### src/rtl/rom_chip_burner.sv
// rtl/rom_chip_burner.sv - bit-serial bipolar PROM fuse programmer with read-back verify after every pulse
// Optional feature macro: ROM_CHIP_BURNER_OVERPROGRAM_EN (adds a lengthened overpulse once a bit verifies)
module rom_chip_burner #(
  parameter int SETUP_CYCLES    = 4,
  parameter int READ_CYCLES     = 3,
  parameter int VPP_RISE_CYCLES = 8,
  parameter int PULSE_CYCLES    = 16,
  parameter int RECOVER_CYCLES  = 8,
  parameter int MAX_ATTEMPTS    = 8
) (
  input  logic       clk,
  input  logic       reset_button,
  input  logic       start,
  input  logic [8:0] target_address,
  input  logic [7:0] target_data,
  input  logic [7:0] chip_data_port,
  output logic [8:0] chip_address_port,
  output logic       chip_select,
  output logic       vpp_enable,
  output logic [7:0] program_bit_port,
  output logic       busy,
  output logic       done,
  output logic       error,
  output logic [1:0] error_code,
  output logic [2:0] failed_bit,
  output logic [7:0] read_value
);
  localparam int CW = 16;

  typedef enum logic [3:0] {
    S_IDLE,
    S_SETUP,
    S_READ,
    S_VPP_ON,
    S_PULSE,
    S_RECOVER,
    S_DONE,
    S_ERROR
`ifdef ROM_CHIP_BURNER_OVERPROGRAM_EN
    , S_OVP_RISE,
    S_OVP_PULSE
`endif
  } state_t;

  state_t        r_state;
  state_t        w_next;
  logic [CW-1:0] r_cnt;
  logic [CW-1:0] w_reload;
  logic [8:0]    r_addr;
  logic [7:0]    r_target;
  logic [7:0]    r_read_value;
  logic [2:0]    r_sel;
  logic [3:0]    r_attempts;
  logic          r_error;
  logic [1:0]    r_error_code;
  logic [2:0]    r_failed_bit;
`ifdef ROM_CHIP_BURNER_OVERPROGRAM_EN
  logic          r_verify_pending;
`endif

  logic          w_last;
  logic          w_eval;
  logic [7:0]    w_bad;
  logic [7:0]    w_pending;
  logic [2:0]    w_bad_idx;
  logic [2:0]    w_sel;
  logic [3:0]    w_attempts_eff;
  logic          w_err_set;
  logic [1:0]    w_err_code;
  logic [2:0]    w_err_bit;
  logic          w_active;
  logic          w_pulsing;

  function automatic logic [2:0] lowest_set(input logic [7:0] v);
    lowest_set = 3'd0;
    for (int i = 7; i >= 0; i--) begin
      if (v[i]) lowest_set = 3'(i);
    end
  endfunction

  assign w_last         = (r_cnt == '0);
  assign w_eval         = (r_state == S_READ) && w_last;
  assign w_bad          = chip_data_port & ~r_target;
  assign w_pending      = r_target & ~chip_data_port;
  assign w_bad_idx      = lowest_set(w_bad);
  assign w_sel          = lowest_set(w_pending);
  // A new bit starts with a fresh attempt budget
  assign w_attempts_eff = (w_sel != r_sel) ? 4'd0 : r_attempts;

  always_comb begin
    w_next     = r_state;
    w_err_set  = 1'b0;
    w_err_code = 2'd0;
    w_err_bit  = 3'd0;
    case (r_state)
      S_IDLE:    if (start) w_next = S_SETUP;
      S_SETUP:   if (w_last) w_next = S_READ;
      S_READ: begin
        if (w_last) begin
          if (w_bad != 8'd0) begin
            w_next     = S_ERROR;
            w_err_set  = 1'b1;
            w_err_code = 2'd1;
            w_err_bit  = w_bad_idx;
          end
`ifdef ROM_CHIP_BURNER_OVERPROGRAM_EN
          else if (r_verify_pending && chip_data_port[r_sel]) begin
            w_next = S_OVP_RISE;
          end
`endif
          else if (w_pending == 8'd0) begin
            w_next = S_DONE;
          end else if (w_attempts_eff == 4'(MAX_ATTEMPTS)) begin
            w_next     = S_ERROR;
            w_err_set  = 1'b1;
            w_err_code = 2'd2;
            w_err_bit  = w_sel;
          end else begin
            w_next = S_VPP_ON;
          end
        end
      end
      S_VPP_ON:  if (w_last) w_next = S_PULSE;
      S_PULSE:   if (w_last) w_next = S_RECOVER;
      S_RECOVER: if (w_last) w_next = S_READ;
`ifdef ROM_CHIP_BURNER_OVERPROGRAM_EN
      S_OVP_RISE:  if (w_last) w_next = S_OVP_PULSE;
      S_OVP_PULSE: if (w_last) w_next = S_RECOVER;
`endif
      default:   w_next = S_IDLE;
    endcase
  end

  always_comb begin
    w_reload = '0;
    case (w_next)
      S_SETUP:     w_reload = CW'(SETUP_CYCLES - 1);
      S_READ:      w_reload = CW'(READ_CYCLES - 1);
      S_VPP_ON:    w_reload = CW'(VPP_RISE_CYCLES - 1);
      S_PULSE:     w_reload = CW'(PULSE_CYCLES - 1);
      S_RECOVER:   w_reload = CW'(RECOVER_CYCLES - 1);
`ifdef ROM_CHIP_BURNER_OVERPROGRAM_EN
      S_OVP_RISE:  w_reload = CW'(VPP_RISE_CYCLES - 1);
      S_OVP_PULSE: w_reload = CW'(PULSE_CYCLES) * CW'(r_attempts) - CW'(1);
`endif
      default:     w_reload = '0;
    endcase
  end

  always_ff @(posedge clk or negedge reset_button) begin
    if (!reset_button) r_state <= S_IDLE;
    else               r_state <= w_next;
  end

  always_ff @(posedge clk or negedge reset_button) begin
    if (!reset_button) begin
      r_cnt <= '0;
    end else if (w_next != r_state) begin
      r_cnt <= w_reload;
    end else if (r_cnt != '0) begin
      r_cnt <= r_cnt - CW'(1);
    end
  end

  always_ff @(posedge clk or negedge reset_button) begin
    if (!reset_button) begin
      r_addr           <= 9'd0;
      r_target         <= 8'd0;
      r_read_value     <= 8'd0;
      r_sel            <= 3'd0;
      r_attempts       <= 4'd0;
      r_error          <= 1'b0;
      r_error_code     <= 2'd0;
      r_failed_bit     <= 3'd0;
`ifdef ROM_CHIP_BURNER_OVERPROGRAM_EN
      r_verify_pending <= 1'b0;
`endif
    end else begin
      if (r_state == S_IDLE && start) begin
        r_addr           <= target_address;
        r_target         <= target_data;
        r_error          <= 1'b0;
        r_error_code     <= 2'd0;
        r_failed_bit     <= 3'd0;
        r_sel            <= 3'd0;
        r_attempts       <= 4'd0;
`ifdef ROM_CHIP_BURNER_OVERPROGRAM_EN
        r_verify_pending <= 1'b0;
`endif
      end
      if (w_eval) begin
        r_read_value <= chip_data_port;
        if (w_err_set) begin
          r_error      <= 1'b1;
          r_error_code <= w_err_code;
          r_failed_bit <= w_err_bit;
        end
        if (w_next == S_VPP_ON || (w_next == S_ERROR && w_err_code == 2'd2)) begin
          r_sel      <= w_sel;
          r_attempts <= (w_next == S_VPP_ON) ? w_attempts_eff + 4'd1 : w_attempts_eff;
        end
`ifdef ROM_CHIP_BURNER_OVERPROGRAM_EN
        r_verify_pending <= (w_next == S_VPP_ON);
`endif
      end
    end
  end

  // Drive outputs straight from state so reset removes programming current immediately
`ifdef ROM_CHIP_BURNER_OVERPROGRAM_EN
  assign w_pulsing  = (r_state == S_PULSE) || (r_state == S_OVP_PULSE);
  assign vpp_enable = (r_state == S_VPP_ON) || (r_state == S_OVP_RISE) || w_pulsing;
`else
  assign w_pulsing  = (r_state == S_PULSE);
  assign vpp_enable = (r_state == S_VPP_ON) || w_pulsing;
`endif
  assign w_active          = (r_state != S_IDLE) && (r_state != S_DONE) && (r_state != S_ERROR);
  assign program_bit_port  = w_pulsing ? (8'd1 << r_sel) : 8'd0;
  assign chip_select       = w_active;
  assign busy              = w_active;
  assign done              = (r_state == S_DONE);
  assign chip_address_port = r_addr;
  assign error             = r_error;
  assign error_code        = r_error_code;
  assign failed_bit        = r_failed_bit;
  assign read_value        = r_read_value;
endmodule

### config.mk
export PLATFORM = sky130hd
export DESIGN_NAME = rom_chip_burner
export DESIGN_NICKNAME = d
export VERILOG_FILES = /design/src/rtl/rom_chip_burner.sv
export SDC_FILE = /design/constraint.sdc
export NUM_CORES = 1
export LEC_CHECK = 0
export ABC_AREA = 1
export CORE_AREA = 2 2 84 86
export DETAILED_ROUTE_END_ITERATION = 7
export DIE_AREA = 0 0 86 88
export GPL_TIMING_DRIVEN = 1
export PLACE_DENSITY = 0.87
export REMOVE_ABC_BUFFERS = 1
export SYNTH_ARGS = -nofsm -noshare
export SYNTH_HDL_FRONTEND = slang
export SYNTH_SLANG_ARGS = --single-unit
### constraint.sdc
create_clock -name clk -period 3.2 [get_ports clk]
set_input_delay 0.48 -clock clk [delete_from_list [all_inputs] [get_ports clk]]
set_output_delay 0.48 -clock clk [all_outputs]
set_load 0.01 [all_outputs]
== Yosys cells after proc, flatten, opt, wreduce, memory -nomap -nowiden ==
Cells that the tools add are included.
Widths: inputs -> output; s select.
Storage, ports and cells
  register bits: 58
  bits of input ports: 28
  output and inout bits: 35
  word-level logic and storage cells: 112
Operators by class
  add/sub/neg operators: 2
  eq/ne operators: 18
  shift operators: 1
  muxes and demuxes: 61
  bitwise gates (word level): 4
  reduce and logical (&&, ||, !) cells: 16
Operator list (count)
  $mux 3: 30
  $mux 4: 10
  $mux 16: 2
  $eq 4x3->1 const B: 6
  $pmux 4 s5: 1
  $and 8x8->8: 2
  $eq 4x2->1 const B: 4
  $logic_not 16->1: 1
  $mux 2: 8
  $not 8->8: 2
  $pmux 4 s4: 1
  $reduce_bool 16->1: 1
  $sub 16x1->16 const B: 1
  $eq 4x1->1 const B: 2
  $logic_not 8->1: 1
  $mux 1: 8
  $mux 8: 1
  $ne 4x3->1 const B: 2
  $reduce_bool 8->1: 1
  $shl 1x3->8 const A: 1
  $logic_and 1x1->1: 5
  $add 4x1->4 const B: 1
  $eq 4x4->1 const B: 1
  $logic_not 4->1: 1
  other kinds (7): 9

== Depth between registers and ports, before layout ==
  word-level depth: 23
  gate-level depth with buffers: 27
  gate-level depth less buffers: 27

== Worst setup path before layout ==
OpenSTA, ideal clock, no wires.
  kind: input to register
  start point: in chip_data_port[0]
  end point: reg r_attempts[2]
  arrival: 2.390 ns
  required time: 3.078 ns
  path slack: 0.688 ns
  stages on the path: 26
  path buffers: 0
  cells stage by stage: inv_1 > nand2_2 > nand2_2 > nor2_2 > inv_2 > nor2_4 > inv_2 > nand2_1 > nand2_1 > nor2_2 > nand2_1 > inv_1 > nand2_1 > ha_1 > inv_1 > nor2_1 > nand4_2 > nand2_1 > nand2_1 > nand2_2 > nand2_4 > nand2_8 > nand2_4 > nand2_4 > nand2_1 > nand2_1
Between the ends
  word-level cells in the longest chain between the ends: 16
RTL lines
  from (decl): RTL line 16  | input logic [7:0] chip_data_port,
  $not 8->8: RTL line 84  | assign w_pending = r_target & ~chip_data_port;
  $and 8x8->8: RTL line 84
  $mux 3: RTL line 77  | if (v[i]) lowest_set = 3'(i);
  $ne 3x3->1: RTL line 88  | assign w_attempts_eff = (w_sel != r_sel) ? 4'd0 : r_attempts;
  $mux 4: RTL line 88
  $eq 4x4->1: RTL line 113  | end else if (w_attempts_eff == 4'(MAX_ATTEMPTS)) begin
  $mux 3 or $mux 2 (tied branches): RTL line 113
  $mux 3 or $mux 2 (tied branches): RTL line 111  | else if (w_pending == 8'd0) begin
  $mux 3 or $mux 2 (tied branches): RTL line 100  | if (w_bad != 8'd0) begin
  $mux 4 or $mux 2 (tied branches): RTL line 99  | if (w_last) begin
  $pmux 4 s5 or $mux 2 (tied branches): RTL line 95  | case (r_state)
  $eq 4x3->1 or $eq 2x2->1 (tied branches): RTL line 198  | if (w_next == S_VPP_ON || (w_next == S_ERROR && w_err_code == 2'd2)) begin
  $logic_and 1x1->1: RTL line 198
  $logic_or 1x1->1: RTL line 198
  $mux 4 (*): RTL line 198
  $mux 4 (*): RTL line 191  | if (w_eval) begin
  to (signal assigned): RTL line 200  | r_attempts <= (w_next == S_VPP_ON) ? w_attempts_eff + 4'd1 : w_attempts_eff;
  to (decl): RTL line 53  | logic [3:0] r_attempts;
Mark *: on every way between the ends. The rest lies on a longest branch, timed or not.
A chain may end at the register's enable or synchronous reset.

== Worst setup path in the final report ==
  start point: in chip_data_port[6]
  end point: reg r_attempts[2]
Between the ends
  word-level cells in the longest chain between the ends: 22
RTL lines (RTL line)
  $not 8->8: 84
  $and 8x8->8: 84
  $mux 3 (7 in series): 77
  $ne 3x3->1: 88
  $mux 4: 88
  $eq 4x4->1: 113
  $mux 3 or $mux 2 (tied branches): 113
  $mux 3 or $mux 2 (tied branches): 111
  $mux 3 or $mux 2 (tied branches): 100
  $mux 4 or $mux 2 (tied branches): 99
  $pmux 4 s5 or $mux 2 (tied branches): 95
  $eq 4x3->1 or $eq 2x2->1 (tied branches): 198
  $logic_and 1x1->1: 198
  $logic_or 1x1->1: 198
  $mux 4 (*): 198
  $mux 4 (*): 191
Marks and branches as above.

==> results by stage <==
GRT:
- The via count of the first global-routing pass came to slightly above 3000.
- The first global-routing pass estimated 13100 um of wire.
- The initial antenna violation count came to 0.
- Summed over all layers, the global routing overflow is 0.
- The largest net degree at the start of global routing is 42.
- The total routing resource utilization after global routing is a little over a fifth.

Synth:
- The Yosys warning count is 0.
- The synthesis-stage register bit count is 58.
- The largest family of logic cells by synthesized area is simple AND/OR/NAND/NOR gates.
- The average footprint of a synthesized cell is 8.11 um^2.
- The distinct cell type count after synthesis is ~40.
- The gate count after technology mapping is roughly 430.
- After Yosys synthesis, full adders, half adders and majority gates account for 1.08% of the synthesized area.
- Summing the areas of all xor and xnor instances in the mapped netlist gives about 3.3% of the synthesized area.
- Multiplexer cells account for 5.48% of the synthesized area.
- The cell area after synthesis is 0.00347 mm^2.
- The area fraction in and, or, nand and nor cells after synthesis is 32.4%.
- The share of the Yosys chip area taken by registers is 41.8%.
- The synthesized netlist devotes 7.83% of its cell area to compound gates.

Critical path:
- On the critical path the largest part of the delay comes from simple AND/OR/NAND/NOR gates.
- The data required time of the worst path is 3440 ps.
- The worst flop-to-flop path endpoint is r_attempts[2]$_DFF_PN0_.
- The total number of cells along the worst setup path is 25.
- The most frequent cell on the critical path is nand2_1.
- The logic depth of the worst register-to-register path is 24.
- For this run, the slowest stage of the critical path takes between 400 and 500 ps.
- The sum of buffers and inverters on the critical path is 4.
- Setup slack on the worst reg-to-reg path comes out at ~470 ps.
- Along the worst path, the maximum fanout reaches 7.
- The worst register-to-register path begins at r_target[7]$_DFFE_PN0P_.
- STA classifies the critical path endpoint as a flop.
- The largest individual stage delay along the critical path comes from the cell clkdlybuf4s50_1.
- The worst setup path category is input port to flop.
- The type of origin of the critical path is an input port.
- The endpoint arrival time on the critical path is about 3200 ps.

Power and ir drop:
- The cell area power density is 832 mW/mm^2.
- The total leakage power is 0.00224 uW.
- The worst vdd rail ir drop is about 0.47 mV.

Place:
- Once placement completed, the tool counted placed cells totaling 571.
- Before CTS, the worst setup slack after placement is -77.9 ps.
- The HPWL reported at the end of detailed placement is between 5000 and 6000 um.
- The count of input and output buffers is 62.
- Routability-driven placement finished with a final weighted congestion of 0.856.

Final layout:
- The number of antenna diodes in the final layout is 0.
- The total area of multi-input combinational cells is around 0.0017 mm^2.
- The layout-stage area growth over the synthesis result is 27.7%.
- The flip-flop and latch area is 0.00145 mm^2.
- The number of nets in the final layout is between 500 and 600.
- The number of standard cells in the final layout excluding fillers is ~600.
- Of the cells placed in the final design, the portion with a size suffix greater than 1 is 20.0%.
- The post-layout utilization of the core is between 60% and 70%.
- After filler insertion, the fill cell instance count of the layout stands at 515.

Timing:
- For the pin with the worst max-slew slack, the measured transition is 513 ps.
- Dividing the final minimum period by the clock period gives 91.1%.
- Setup repair after global routing left no endpoint under its margin.
- The accumulated negative setup slack is 0 ps.
- The worst path in the final design needs a cycle of just under 3000 ps, including I/O delays and setup.
- The number of max-slew violations in the final report came to 0.
- Setup slack closes at between 200 and 300 ps.
- The final number of setup-violating endpoints is 0.
- The upper clock frequency limit is between 0.3 and 0.4 GHz.
- The worst pin sits at a relative slew slack of 65.8%.
- Clock skew on the completed layout was measured at 9.25 ps.
- The hold violation count in the final report is 0.

CTS:
- Counting the buffers created by CTS gives 9.
- At the later pin of the worst-skew pair, clock insertion delay measures 350 ps.
- TritonCTS built the clock tree.
- The root buffer cell chosen for the clock tree is clkbuf_8.
- The H-tree generated during clock tree synthesis spans 3 levels.
- Clock-pin slew was measured on the worst setup and hold paths at 70 ps.
- The number of buffers between clock root and the deepest sink is 2.
- Buffers inserted to repair hold after CTS numbered 0.
- CTS saw 58 sinks.

Die:
- The floorplan die height is 88 um.
- The die area is ~0.0076 mm^2.
- The I/O pin count is 63.
- For this configuration, the core starts out at a cell density of 52.2%.
- The floorplan row count is 30.
- The floorplan step defined a core boundary enclosing 0.00664 mm^2.
- The chip width is roughly 86 um.

Route:
- The antenna violation net count after detailed routing is 0.
- After detailed routing, the average wire length per cell comes to 13.1 um.
- For this block, the initial DRC count from the detailed router was 117.
- The final layout contains routed wiring with a total length of approximately 7700 um.
- The total via count in the routed design is 3002.
- After detailed routing, the number of remaining DRC violations is 0.
- The mean number of vias per cell is 5.09.
- The first detailed-routing pass ran for 4 iterations.

Run:
- The max capacitance violation total is 0.

Min path:
- The tightest min-delay check is of the input port to asynchronous set/reset pin type.

Outcome:
- The flow ran to the end, and the final reports show no timing, DRC or antenna violations.
-- area by class of cell --
class                           instances  area share [%]
Multi-Input combinational cell        300            39.5
Sequential cell                        58            32.8
Timing Repair Buffer                   73            15.8
Inverter                               64            5.42
Clock buffer                            9            2.80
Tap cell                               80            2.26
Clock inverter                          6            1.52
-- cells in the final DEF, fill, tap and decap left out, types with 4 or more instances in the layout --
cell type | Yosys | routed
nand2_4 | 5 | 5
xor2_1 | 10 | 10
clkdlybuf4s50_1 | 0 | 61
clkbuf_8 | 0 | 9
nor2_2 | 5 | 5
nor2_1 | 46 | 46
nor2_4 | 8 | 8
buf_4 | 1 | 11
o21ai_0 | 14 | 14
or2_2 | 6 | 6
inv_2 | 11 | 11
nor3_1 | 5 | 5
a21oi_1 | 10 | 10
nand2_2 | 7 | 7
inv_1 | 53 | 53
mux2_2 | 16 | 16
nand2_1 | 110 | 110
dfrtp_1 | 58 | 58
nor3_2 | 4 | 4
nand4_1 | 4 | 4
nand3_1 | 14 | 14
-- cell families (layout without fill, tap and decap cells) --
group	Yosys count	count (layout)
flip-flops	58	58
AND/OR/NAND/NOR	223	223
AO/OA/AOI/OAI	43	43
multiplexers	17	17
buffers and inverters	70	152
XOR/XNOR	13	13
adder cells (fa/ha/maj)	3	3
other	1	1
-- cell usage after synthesis (all sizes together) --
cell     instances  area (um^2)
a211oi           3         22.5
a21boi           2         15.0
a21oi           14         92.6
a31oi            1         6.26
a32oi            1         8.76
buf              2         22.5
clkbuf           4         15.0
conb             1         3.75
dfrtp           58         1450
ha               3         37.5
inv             64          240
mux2            16          180
mux2i            1         10.0
nand2          123          533
nand3           16         90.1
nand3b           1         7.51
nand4            8         75.1
nor2            59          294
nor3             9         65.1
nor4             1         21.3
o2111ai          1         8.76
o21ai           17         88.8
o22ai            1         6.26
o31ai            3         22.5
or2              6         37.5
xnor2            3         26.3
xor2            10         87.6
-- routing by layer --
layer | GRT usage, % | wire length (um)
met5 | 0 | 0
met4 | 9.67 | 149
met3 | 4.90 | 361
met2 | 38.8 | 3900
met1 | 25.2 | 3300
-- worst max-delay path by stage --
stage	from	end	slack, ps
after floorplan	chip_data_port[6]	r_cnt[2]$_DFFE_PN0P_	670
after global placement	chip_data_port[6]	r_cnt[3]$_DFFE_PN0P_	10
after detailed placement	chip_data_port[6]	r_cnt[1]$_DFFE_PN0P_	-80
after CTS	chip_data_port[6]	r_cnt[1]$_DFFE_PN0P_	250
after global routing	chip_data_port[6]	failed_bit[2]$_DFF_PN0_	0.4
final	chip_data_port[6]	r_attempts[2]$_DFF_PN0_	280
-- state kept, by name, summed over array words and instances (netlist names) --
register           count
error_code             2
error                  1
r_attempts             4
read_value             8
failed_bit             3
r_state                4
r_target               8
chip_address_port      9
r_sel                  3
r_cnt                 16
-- where the power goes --
group / switching (uW) / total [uW] / internal, uW
clock: 313 / 670 / 357
sequential: 207 / 1190 / 985
combinational: 1010 / 1830 / 820
total: 1530 / 3690 / 2160
-- timing repair --
item	CTS	global route
setup endpoints to repair	0	5
resized for setup	0	1
buffers inserted	0	4
-- metrics by stage --
stage / hold WS, ps / cell area, um^2 / total power, uW
final: 44.3 / 4430 / 3690
after global routing: 67.5 / 4430 / 3970
after CTS: 50.8 / 4390 / 3660
after detailed placement: 425 / 4200 / 2980
after global placement: 422 / 4200 / 2900
after floorplan: 184 / 3430 / 2380
Power figures use the tool's default switching activity.
